### config.mk
export PLATFORM = sky130hd
export DESIGN_NAME = instr_fetch_flat
export DESIGN_NICKNAME = d
export VERILOG_FILES = /design/src/rtl/dsp_pkg.sv /design/src/rtl/instr_fetch_if.sv /design/src/rtl/fetch_queue.sv /design/src/rtl/instr_fetch.sv /design/src/flat_wrapper.sv
export SDC_FILE = /design/constraint.sdc
export NUM_CORES = 1
export LEC_CHECK = 0
export ABC_AREA = 1
export CORE_ASPECT_RATIO = 1.75
export CORE_MARGIN = 8
export CORE_UTILIZATION = 50
export DETAILED_ROUTE_END_ITERATION = 8
export HOLD_SLACK_MARGIN = 0.05
export PLACE_DENSITY = 0.77
export SYNTH_ARGS = -nofsm -noshare
export SYNTH_HDL_FRONTEND = slang
export SYNTH_HIERARCHICAL = 1
export SYNTH_SLANG_ARGS = --single-unit
### constraint.sdc
create_clock -name clk -period 1.95 [get_ports clk]
set_input_delay 0.2925 -clock clk [delete_from_list [all_inputs] [get_ports clk]]
set_output_delay 0.2925 -clock clk [all_outputs]
set_load 0.1 [all_outputs]
### src/rtl/dsp_pkg.sv
// Shared definitions for the fetch unit and the control LUT: NOP encoding,
// PC-select codes, default widths, opcode field positions and FSM states.
package dsp_pkg;

    localparam int DEF_PC_W    = 12;
    localparam int DEF_INSTR_W = 16;

    localparam logic [15:0] NOP_INSTR = 16'h7F80;

    localparam logic [1:0] PC_SEL_BRANCH = 2'b00;
    localparam logic [1:0] PC_SEL_ACC    = 2'b01;
    localparam logic [1:0] PC_SEL_HALT   = 2'b10;
    localparam logic [1:0] PC_SEL_SEQ    = 2'b11;

    localparam int OP_DK_MSB = 15;
    localparam int OP_DK_LSB = 8;
    localparam int OP_S_MSB  = 15;
    localparam int OP_S_LSB  = 12;

    typedef enum logic [1:0] {
        ST_BOOT = 2'd0,
        ST_RUN  = 2'd1,
        ST_HALT = 2'd2
    } fetch_state_t;

endpackage

### src/rtl/instr_fetch_if.sv
// Issue-side handshake between the fetch unit (master) and the decoder (slave).
interface instr_fetch_if
    import dsp_pkg::*;
#(
    parameter int PC_W    = DEF_PC_W,
    parameter int INSTR_W = DEF_INSTR_W
);

    logic [INSTR_W-1:0] instr_out;
    logic [7:0]         OP_dk;
    logic [3:0]         OP_s;
    logic [PC_W-1:0]    instr_pc;
    logic               instr_valid;
    logic               instr_ready;

    modport master (
        output instr_out, OP_dk, OP_s, instr_pc, instr_valid,
        input  instr_ready
    );

    modport slave (
        input  instr_out, OP_dk, OP_s, instr_pc, instr_valid,
        output instr_ready
    );

endinterface

### src/rtl/fetch_queue.sv
// Two-entry FIFO of {instruction, pc}; slot 0 is always the head.
module fetch_queue
    import dsp_pkg::*;
#(
    parameter int PC_W    = DEF_PC_W,
    parameter int INSTR_W = DEF_INSTR_W
) (
    input  logic               clk,
    input  logic               reset,
    input  logic               push,
    input  logic               pop,
    input  logic               flush,
    input  logic [INSTR_W-1:0] push_instr,
    input  logic [PC_W-1:0]    push_pc,
    output logic [INSTR_W-1:0] head_instr,
    output logic [PC_W-1:0]    head_pc,
    output logic [1:0]         count
);

    logic [INSTR_W-1:0] instr_mem [2];
    logic [PC_W-1:0]    pc_mem    [2];
    logic               do_push;
    logic               do_pop;
    logic               write_head;

    assign do_pop     = pop && (count != 2'd0);
    assign do_push    = push && ((count != 2'd2) || do_pop);
    // A pushed word goes to the head slot when nothing else remains after this edge's pop.
    assign write_head = (count == 2'd0) || ((count == 2'd1) && do_pop);

    assign head_instr = instr_mem[0];
    assign head_pc    = pc_mem[0];

    // Storage and occupancy; a flush overrides any push or pop on the same edge.
    always_ff @(posedge clk or posedge reset) begin
        if (reset) begin
            count        <= 2'd0;
            instr_mem[0] <= INSTR_W'(NOP_INSTR);
            instr_mem[1] <= INSTR_W'(NOP_INSTR);
            pc_mem[0]    <= '0;
            pc_mem[1]    <= '0;
        end else if (flush) begin
            count <= 2'd0;
        end else begin
            if (do_pop) begin
                instr_mem[0] <= instr_mem[1];
                pc_mem[0]    <= pc_mem[1];
            end
            if (do_push) begin
                if (write_head) begin
                    instr_mem[0] <= push_instr;
                    pc_mem[0]    <= push_pc;
                end else begin
                    instr_mem[1] <= push_instr;
                    pc_mem[1]    <= push_pc;
                end
            end
            case ({do_push, do_pop})
                2'b10:   count <= count + 2'd1;
                2'b01:   count <= count - 2'd1;
                default: count <= count;
            endcase
        end
    end

endmodule

### src/rtl/instr_fetch.sv
// Instruction fetch/issue unit: drives the synchronous program ROM, buffers
// returned words in a 2-entry queue and presents the head to the decoder.
module instr_fetch
    import dsp_pkg::*;
#(
    parameter int              PC_W     = DEF_PC_W,
    parameter int              INSTR_W  = DEF_INSTR_W,
    parameter logic [PC_W-1:0] RESET_PC = '0
) (
    input  logic               clk,
    input  logic               reset,
    output logic [PC_W-1:0]    prog_addr,
    output logic               prog_en,
    input  logic [INSTR_W-1:0] prog_data,
    input  logic               redirect_valid,
    input  logic [1:0]         pc_sel,
    input  logic [PC_W-1:0]    branch_addr,
    input  logic [PC_W-1:0]    acc_lo,
    input  logic               resume,
    output logic               halted,
    instr_fetch_if.master      issue
);

    fetch_state_t       state;
    fetch_state_t       next_state;
    logic [PC_W-1:0]    fetch_pc;
    logic [PC_W-1:0]    inflight_pc;
    logic [PC_W-1:0]    target;
    logic               inflight;
    logic               jump_req;
    logic               halt_req;
    logic               flush;
    logic               pop;
    logic               push;
    logic [1:0]         q_count;
    logic [INSTR_W-1:0] head_instr;
    logic [PC_W-1:0]    head_pc;

    assign jump_req = redirect_valid && ((pc_sel == PC_SEL_BRANCH) || (pc_sel == PC_SEL_ACC));
    assign halt_req = redirect_valid && (pc_sel == PC_SEL_HALT);
    assign flush    = jump_req || halt_req;
    // Halt also parks its resume address in fetch_pc, so it shares the branch_addr path.
    assign target   = (pc_sel == PC_SEL_ACC) ? acc_lo : branch_addr;
    assign pop      = issue.instr_valid && issue.instr_ready && !flush;
    assign push     = inflight && !flush;

    // FSM state register.
    always_ff @(posedge clk or posedge reset) begin
        if (reset) begin
            state <= ST_BOOT;
        end else begin
            state <= next_state;
        end
    end

    // Next state and ROM read enable.
    always_comb begin
        next_state = state;
        prog_en    = 1'b0;
        case (state)
            ST_BOOT: begin
                next_state = halt_req ? ST_HALT : ST_RUN;
            end
            ST_RUN: begin
                if (halt_req) begin
                    next_state = ST_HALT;
                end
                // The head leaving on this edge frees its slot, which sustains one fetch per cycle.
                prog_en = ({1'b0, q_count} + {2'b00, inflight}) < (3'd2 + {2'b00, pop});
            end
            ST_HALT: begin
                if (resume && !halt_req) begin
                    next_state = ST_RUN;
                end
            end
            default: begin
                next_state = ST_BOOT;
            end
        endcase
    end

    // PC sequencing and tracking of the single read the ROM may have in flight.
    always_ff @(posedge clk or posedge reset) begin
        if (reset) begin
            fetch_pc    <= RESET_PC;
            inflight    <= 1'b0;
            inflight_pc <= '0;
        end else begin
            if (flush) begin
                fetch_pc <= target;
            end else if (prog_en) begin
                fetch_pc <= fetch_pc + PC_W'(1);
            end
            inflight <= prog_en && !flush;
            if (prog_en) begin
                inflight_pc <= fetch_pc;
            end
        end
    end

    fetch_queue #(
        .PC_W    (PC_W),
        .INSTR_W (INSTR_W)
    ) u_queue (
        .clk        (clk),
        .reset      (reset),
        .push       (push),
        .pop        (pop),
        .flush      (flush),
        .push_instr (prog_data),
        .push_pc    (inflight_pc),
        .head_instr (head_instr),
        .head_pc    (head_pc),
        .count      (q_count)
    );

    assign prog_addr = fetch_pc;
    assign halted    = (state == ST_HALT);

    assign issue.instr_valid = (q_count != 2'd0);
    assign issue.instr_out   = issue.instr_valid ? head_instr : INSTR_W'(NOP_INSTR);
    assign issue.instr_pc    = issue.instr_valid ? head_pc : '0;
    assign issue.OP_dk       = issue.instr_out[OP_DK_MSB:OP_DK_LSB];
    assign issue.OP_s        = issue.instr_out[OP_S_MSB:OP_S_LSB];

endmodule

### src/flat_wrapper.sv
// flat-port wrapper written by rule: the top's interface ports become plain ports
module instr_fetch_flat import dsp_pkg::*;
#(
    parameter int              PC_W     = DEF_PC_W,
    parameter int              INSTR_W  = DEF_INSTR_W,
    parameter logic [PC_W-1:0] RESET_PC = '0
)
  (clk, reset, prog_addr, prog_en, prog_data, redirect_valid, pc_sel, branch_addr, acc_lo, resume, halted, issue_instr_out, issue_OP_dk, issue_OP_s, issue_instr_pc, issue_instr_valid, issue_instr_ready);
  instr_fetch_if #(.PC_W(PC_W), .INSTR_W(INSTR_W)) issue_i ();
  input  logic clk;
  input  logic reset;
  output logic [PC_W-1:0] prog_addr;
  output logic prog_en;
  input  logic [INSTR_W-1:0] prog_data;
  input  logic redirect_valid;
  input  logic [1:0] pc_sel;
  input  logic [PC_W-1:0] branch_addr;
  input  logic [PC_W-1:0] acc_lo;
  input  logic resume;
  output logic halted;
  output wire logic [$bits(issue_i.instr_out)-1:0] issue_instr_out;
  output wire logic [$bits(issue_i.OP_dk)-1:0] issue_OP_dk;
  output wire logic [$bits(issue_i.OP_s)-1:0] issue_OP_s;
  output wire logic [$bits(issue_i.instr_pc)-1:0] issue_instr_pc;
  output wire logic [$bits(issue_i.instr_valid)-1:0] issue_instr_valid;
  input wire logic [$bits(issue_i.instr_ready)-1:0] issue_instr_ready;
  assign issue_instr_out = issue_i.instr_out;
  assign issue_OP_dk = issue_i.OP_dk;
  assign issue_OP_s = issue_i.OP_s;
  assign issue_instr_pc = issue_i.instr_pc;
  assign issue_instr_valid = issue_i.instr_valid;
  assign issue_i.instr_ready = issue_instr_ready;
  instr_fetch #(.PC_W(PC_W), .INSTR_W(INSTR_W), .RESET_PC(RESET_PC)) u_core (.clk(clk), .reset(reset), .prog_addr(prog_addr), .prog_en(prog_en), .prog_data(prog_data), .redirect_valid(redirect_valid), .pc_sel(pc_sel), .branch_addr(branch_addr), .acc_lo(acc_lo), .resume(resume), .halted(halted), .issue(issue_i));
endmodule
==> summary.md, run 1 <==
| Metric | Value |
|---|---|
| Post-DP HPWL | `10,900 um` |
| Final Hold Fails | `0` |
| Die Y | `154 um` |
| Synth Area in Compound Gates | `7.18%` |
| CTS tree | `built` |
| Final TNS setup | `-0.00506 ns` |
| Die ar. | `0.0146 mm2` |
| #FFs+latches synth | `85` |
| Top-Level Pins | `102` |
| Starting Density | `51.2%` |
| Pin count of the biggest net entering global routing | `42` |
| CTS root buffer | `clkbuf_16` |
| Via count of the routed design | `5,274` |
| DR DRC count | `0` |
| Max clock buf depth | `2` |
| Post-DR wirelength/cell | `14.8 um` |
| Ant. Diodes | `0` |
| Failing checks | `negative setup slack` |
| Slew @ Worst Pin | `0.411 ns` |
| Critical path type | `reg2out` |
| Final Slew Violations | `0` |
| Distinct cells, synth | `30` |
| Gp weighted congestion | `0.842` |
| Die Width | `94.9 um` |
| Seq/Total Area, Yosys | `39.5%` |
| Dominant synthesized flop cell | `dfrtp_1` |
| Commonest cells post-synth | `nand2_1 (240), inv_1 (106), nand3_1 (74), dfrtp_1 (69), nor2_1 (60)` |
| Layout cells sized above 1 | `19.4%` |
| Setup Viol. Count Final | `1` |
| CP arrival | `1.66 ns` |
| Pre-antenna DRT Iters | `5` |
| Adder-cell share of the synthesized area | `1.38%` |
| Top cells by area, synth | `dfrtp_1 (32%), nand2_1 (17%), dfstp_2 (7.7%)` |
| Max Fclk | `0.511 GHz` |
| # fillers | `857` |
| Post-Route WL | `14,600 um` |
| Worst path required time | `1.66 ns` |
| Antenna violations before repair | `0` |
| Post-synthesis mux area share | `0%` |
| First-pass GRT wire length | `24,600 um` |
| Count leader, synth | `nand2_1` |
| Crit start category | `register` |
| Clock transition at path regs | `0.06 ns` |
| Max-slew headroom | `72.6%` |
| Crit path max fanout | `3` |
| Worst setup EP type | `primary output` |
| Detail Route Antenna Nets | `0` |
| Total track usage | `20.5%` |
| PortBufs | `101` |
| Share of the synthesized area in the top cell type | `31.7%` |
| Xor and xnor area share after synthesis | `0.322%` |
| Unrepaired setup endpoints after global routing | `true` |
| Simple-Gate Fraction of Synth Area | `33.7%` |
| Status | `finished with violations` |
| Fin crit share | `100%` |
| Vias in the first global route | `5,322` |
| Total of max-cap violations | `0` |
| Post-Syn Nets | `835` |
| Largest family of logic cells by synthesized area | `simple AND/OR/NAND/NOR gates` |
| Nets | `907` |
| H-tree depth | `3` |
| Synthesized instance count | `782` |
| Rows | `50` |
| Hold_buf cts | `0` |
| Core Box Area | `0.0106 mm2` |
| Worst skew pair latency | `0.33 ns` |
| First DRT Iteration DRCs | `329` |
| Syn avg cell area | `6.96 um2` |
| Skew final | `0.00552 ns` |
| Vias/cell | `5.33` |
| Global route overflow | `0` |
| EDFF count, synth | `0` |
| Slack of the critical path | `-0.00506 ns` |
| HP Class | `in2async` |
| Synth-to-layout area growth | `34.6%` |
| Mapped Area | `0.00544 mm2` |
| Cts bufs inserted | `9` |
| Fin crit period | `1.96 ns` |
| Async S/R FF share, synth | `100%` |
| Sink Count | `85` |
| Cell taking the most area after synthesis | `dfrtp_1` |
| Ys Warns | `6` |
cell type report:
type                       instances  area [um2]  area share (%)
multi-input combinational        506        2400            32.8
timing repair buffer             144        1880            25.7
clock buffer                       9         225            3.08
clock inverter                     7        82.6            1.13
inverter                         108         409            5.59
tap                              130         163            2.22
sequential                        85        2150            29.4
flip-flops by register name (all words and copies together) (netlist names):
name                       cells
u_core/inflight                1
u_core/u_queue/head_pc        12
u_core/u_queue/instr_mem      16
u_core/u_queue/head_instr     16
u_core/state                   2
u_core/inflight_pc            12
u_core/u_queue/pc_mem         12
u_core/u_queue/count           2
u_core/prog_addr              12
placed cells by master, fill, tap and decap left out, types with 4 or more instances in the layout:
cell	netlist	final
buf_12	0	54
buf_4	54	43
clkbuf_16	0	9
clkdlybuf4s50_1	0	44
dfrtp_1	69	64
dfrtp_2	0	5
dfstp_2	16	16
ha_1	6	4
inv_1	106	104
nand2_1	240	239
nand3_1	74	73
nand4_1	33	33
nor2_1	60	54
nor2_2	0	5
o21ai_0	30	29
o21ai_1	37	38
or2_4	0	7
routing by layer:
metal  part of all wire [%]  vias up  GRT usage, %
met5                      0        -             0
met1                     36     2455          22.7
met4                    3.0        0          9.51
met2                     54      238          36.5
met3                    6.5       32          3.41
li1                       -     2549             -
logic make-up after synthesis:
family / after synthesis
AND/OR/NAND/NOR: 424
buffers and inverters: 191
flip-flops: 85
AO/OA/AOI/OAI: 74
adder cells (fa/ha/maj): 6
XOR/XNOR: 2
through the flow:
stage               cells  cell area (um2)  hold WS (ns)  setup slack (ns)  utilization (%)
finish                989             7320         0.297          -0.00506             68.8
global route          989             7320         0.352           -0.0428             68.8
CTS                   986             7240         0.305           -0.0251             68.1
detailed placement    968             6920         0.470            -0.225             65.0
floorplan             782             5470         0.345            -0.290                -
global placement      968             6920         0.447            -0.106             65.0
path summary, 6_finish.rpt:
check                      depth (start not counted)                      endpoint  slack (ns)                        start
max in group asynchronous                          3  u_core/u_queue/head_instr[9]        1.03                        reset
min                                                2   u_core/u_queue/instr_mem[6]        0.30                        reset
max reg2reg                                        9   u_core/u_queue/instr_mem[9]        0.08      u_core/u_queue/count[0]
max                                                6                       prog_en      -0.005      u_core/u_queue/count[0]
min in group clk                                   5               u_core/state[1]        0.45                    pc_sel[0]
min reg2reg                                        2   u_core/u_queue/instr_mem[7]        0.48  u_core/u_queue/instr_mem[7]
critical path, stage by stage, from the launching register on:
cell and delay, ns:
dfrtp_2 0.45, ha_4 0.18, ha_4 0.26, nand2_4 0.05, nand2_4 0.06, clkinvlp_4 0.13, buf_12 0.19
repair_timing:
action,4_1_cts,5_1_grt
resized for setup,1,14
setup buffers,2,3
cloned,0,0
pin swaps,0,5
setup endpoints to repair,8,58
Power of run 1 is left out: the tool's default activity adds up to more than one toggle a clock period on the data nets, which glitch-free logic cannot reach.
==> inputs of run 2 (changes only) <==
--- a/config.mk
+++ b/config.mk
@@ -7,11 +7,12 @@
 export LEC_CHECK = 0
 export ABC_AREA = 1
 export CORE_ASPECT_RATIO = 1.75
-export CORE_MARGIN = 8
+export CORE_MARGIN = 5
 export CORE_UTILIZATION = 50
 export DETAILED_ROUTE_END_ITERATION = 8
 export HOLD_SLACK_MARGIN = 0.05
 export PLACE_DENSITY = 0.77
+export SLEW_MARGIN = 20
 export SYNTH_ARGS = -nofsm -noshare
 export SYNTH_HDL_FRONTEND = slang
 export SYNTH_HIERARCHICAL = 1
==> run 2 against run 1 <==
The run now ends clean. Die area down 10%. First-iteration DRC count up 2.7%. Sequential share of layout area up 0.13 points. Flip-flop and latch count unchanged. Count of clock-buffer cells in the layout unchanged. Critical path depth unchanged. Critical endpoint unchanged.
==> summary.md, run 2 (synthesis gave the netlist of run 1 again) <==
| Metric | Value |
|---|---|
| Worst path required time | `1.66 ns (about the same)` |
| Final Slew Violations | `0 (unchanged)` |
| Pre-antenna DRT Iters | `5 (unchanged)` |
| Crit path max fanout | `3 (unchanged)` |
| PortBufs | `101 (unchanged)` |
| Critical path type | `reg2out (unchanged)` |
| Rows | `50 (unchanged)` |
| First-pass GRT wire length | `23,500 um (was 24,600 um)` |
| Layout cells sized above 1 | `20.1% (was 19.4%)` |
| Global route overflow | `0 (unchanged)` |
| Max Fclk | `0.513 GHz (was 0.511 GHz)` |
| Total track usage | `22.4% (was 20.5%)` |
| Worst setup EP type | `primary output (unchanged)` |
| Unrepaired setup endpoints after global routing | `true (unchanged)` |
| # fillers | `867 (was 857)` |
| Die Width | `88.9 um (was 94.9 um)` |
| Antenna violations before repair | `0 (unchanged)` |
| Crit start category | `register (unchanged)` |
| GR Util met2 | `40.7% (was 36.5%)` |
| Final Hold Fails | `0 (unchanged)` |
| Top-Level Pins | `102 (unchanged)` |
| Worst skew pair latency | `0.34 ns (was 0.33 ns)` |
| Starting Density | `50.9% (was 51.2%)` |
| H-tree depth | `3 (unchanged)` |
| CP endpoint | `prog_en (unchanged)` |
| Fin crit period | `1.95 ns (was 1.96 ns)` |
| Worst R2R Setup Slack | `0.13 ns (was 0.08 ns)` |
| Worst Setup SP | `u_core/u_queue/count[0] (unchanged)` |
| Status | `complete, no violations (was finished with violations)` |
| CTS tree | `built (unchanged)` |
| Slew @ Worst Pin | `0.349 ns (was 0.411 ns)` |
| Die Y | `148 um (was 154 um)` |
| Skew final | `0.00664 ns (was 0.00552 ns)` |
| Post-layout util | `68.1% (was 68.8%)` |
| RR Endpoint | `u_core/u_queue/instr_mem[13] (was u_core/u_queue/instr_mem[9])` |
| Placed insts | `972 (was 968)` |
| HP Class | `in2async (unchanged)` |
| Clock transition at path regs | `0.06 ns (about the same)` |
| Post-Route WL | `14,100 um (was 14,600 um)` |
| Via count of the routed design | `5,285 (was 5,274)` |
| Sink Count | `85 (unchanged)` |
| DR DRC count | `0 (unchanged)` |
| Total of max-cap violations | `0 (unchanged)` |
| Post-DP HPWL | `10,400 um (was 10,900 um)` |
| Vias/cell | `5.33 (about the same)` |
| Vias in the first global route | `5,273 (was 5,322)` |
| Synth-to-layout area growth | `33.9% (was 34.6%)` |
| Core Box Area | `0.0107 mm2 (was 0.0106 mm2)` |
| Detail Route Antenna Nets | `0 (unchanged)` |
| Global routing's busiest layer | `met2 (unchanged)` |
| Worst r2r src | `u_core/u_queue/count[0] (unchanged)` |
| Gp weighted congestion | `0.860 (was 0.842)` |
| CTS root buffer | `clkbuf_16 (unchanged)` |
| Worst hold slack | `0.243 ns (was 0.297 ns)` |
| Nets | `910 (was 907)` |
| Die ar. | `0.0131 mm2 (was 0.0146 mm2)` |
| Max-slew headroom | `76.8% (was 72.6%)` |
| Reg2Reg Depth | `9 (unchanged)` |
| First DRT Iteration DRCs | `338 (was 329)` |
| Cts bufs inserted | `9 (unchanged)` |
| Commonest non-fill, non-tap cells in the layout | `nand2_1 (237), inv_1 (103), nand3_1 (73) (was nand2_1 (239), inv_1 (104), nand3_1 (73))` |
| Post-DR wirelength/cell | `14.2 um (was 14.8 um)` |
| Non-filler cells, final | `992 (was 989)` |
| Commonest non-fill, non-tap cell in the layout | `nand2_1 (unchanged)` |
| Ant. Diodes | `0 (unchanged)` |
| Hold_buf cts | `0 (unchanged)` |
| Fin crit share | `100% (about the same)` |
| GR Util met3 | `4.02% (was 3.41%)` |
| Max clock buf depth | `2 (unchanged)` |
| Setup Viol. Count Final | `0 (was 1)` |
| Pin count of the biggest net entering global routing | `33 (was 42)` |
| Grt met1 use | `23.9% (was 22.7%)` |
| CP arrival | `1.66 ns (about the same)` |
run 2: cell types whose count changed in the layout (fill, tap and decap cells not counted), sizes merged:
cell	change
bufinv	-1
clkinv	+1
inv	-1
buf	+3
clkinvlp	+1
dlymetal6s2s	-1
clkdlybuf4s50	+1
run 2: cell type report:
type | instances | area, um2 | share of cell area (%)
clock buffers | 9 | 225 | 3.09
clock inverters | 7 | 50.0 | 0.687
inverters | 108 | 409 | 5.62
multi-input cells | 506 | 2410 | 33.0
flip-flops and latches | 85 | 2150 | 29.5
well taps | 130 | 163 | 2.23
repair buffers | 147 | 1880 | 25.8
run 2: repair_timing:
item                                    CTS  global route
endpoints found under the setup margin   22            75
setup buffers                             2             2
resized for setup                         7            18
pin swaps                                 3             4
run 2: through the flow:
step / worst slack, ns / area (um2) / TNS, ns
after floorplan: -0.290 / 5470 / -5.38
after global routing: -0.0621 / 7280 / -0.903
after global placement: -0.131 / 6900 / -6.39
final: 0.000109 / 7280 / 0
after CTS: 0.000267 / 7220 / 0
after detailed placement: -0.236 / 6900 / -11.57
run 2: routing by layer:
metal	vias up	share of wire, %
met4	0	3.4
met5	-	0
met2	238	54
met1	2450	36
li1	2555	-
met3	42	7.1
run 2: worst max-delay path, cell delays in order (launching register included):
cell	delay (ns)
dfrtp_1	0.42
ha_2	0.22
ha_4	0.26
nand2_4	0.05
nand2_4	0.07
clkinvlp_4	0.12
buf_12	0.18
run 2: worst min-delay path by stage:
stage	start	end	slack, ns	depth (start not counted)
detailed placement	u_core/state[1]	u_core/state[0]	0.46	1
global route	reset	u_core/u_queue/instr_mem[0]	0.24	2
global placement	u_core/state[1]	u_core/state[0]	0.45	1
floorplan	reset	u_core/inflight	0.35	1
CTS	reset	u_core/u_queue/head_instr[0]	0.24	2
finish	reset	u_core/u_queue/head_instr[0]	0.24	2
Power of run 2 is left out for the same reason.
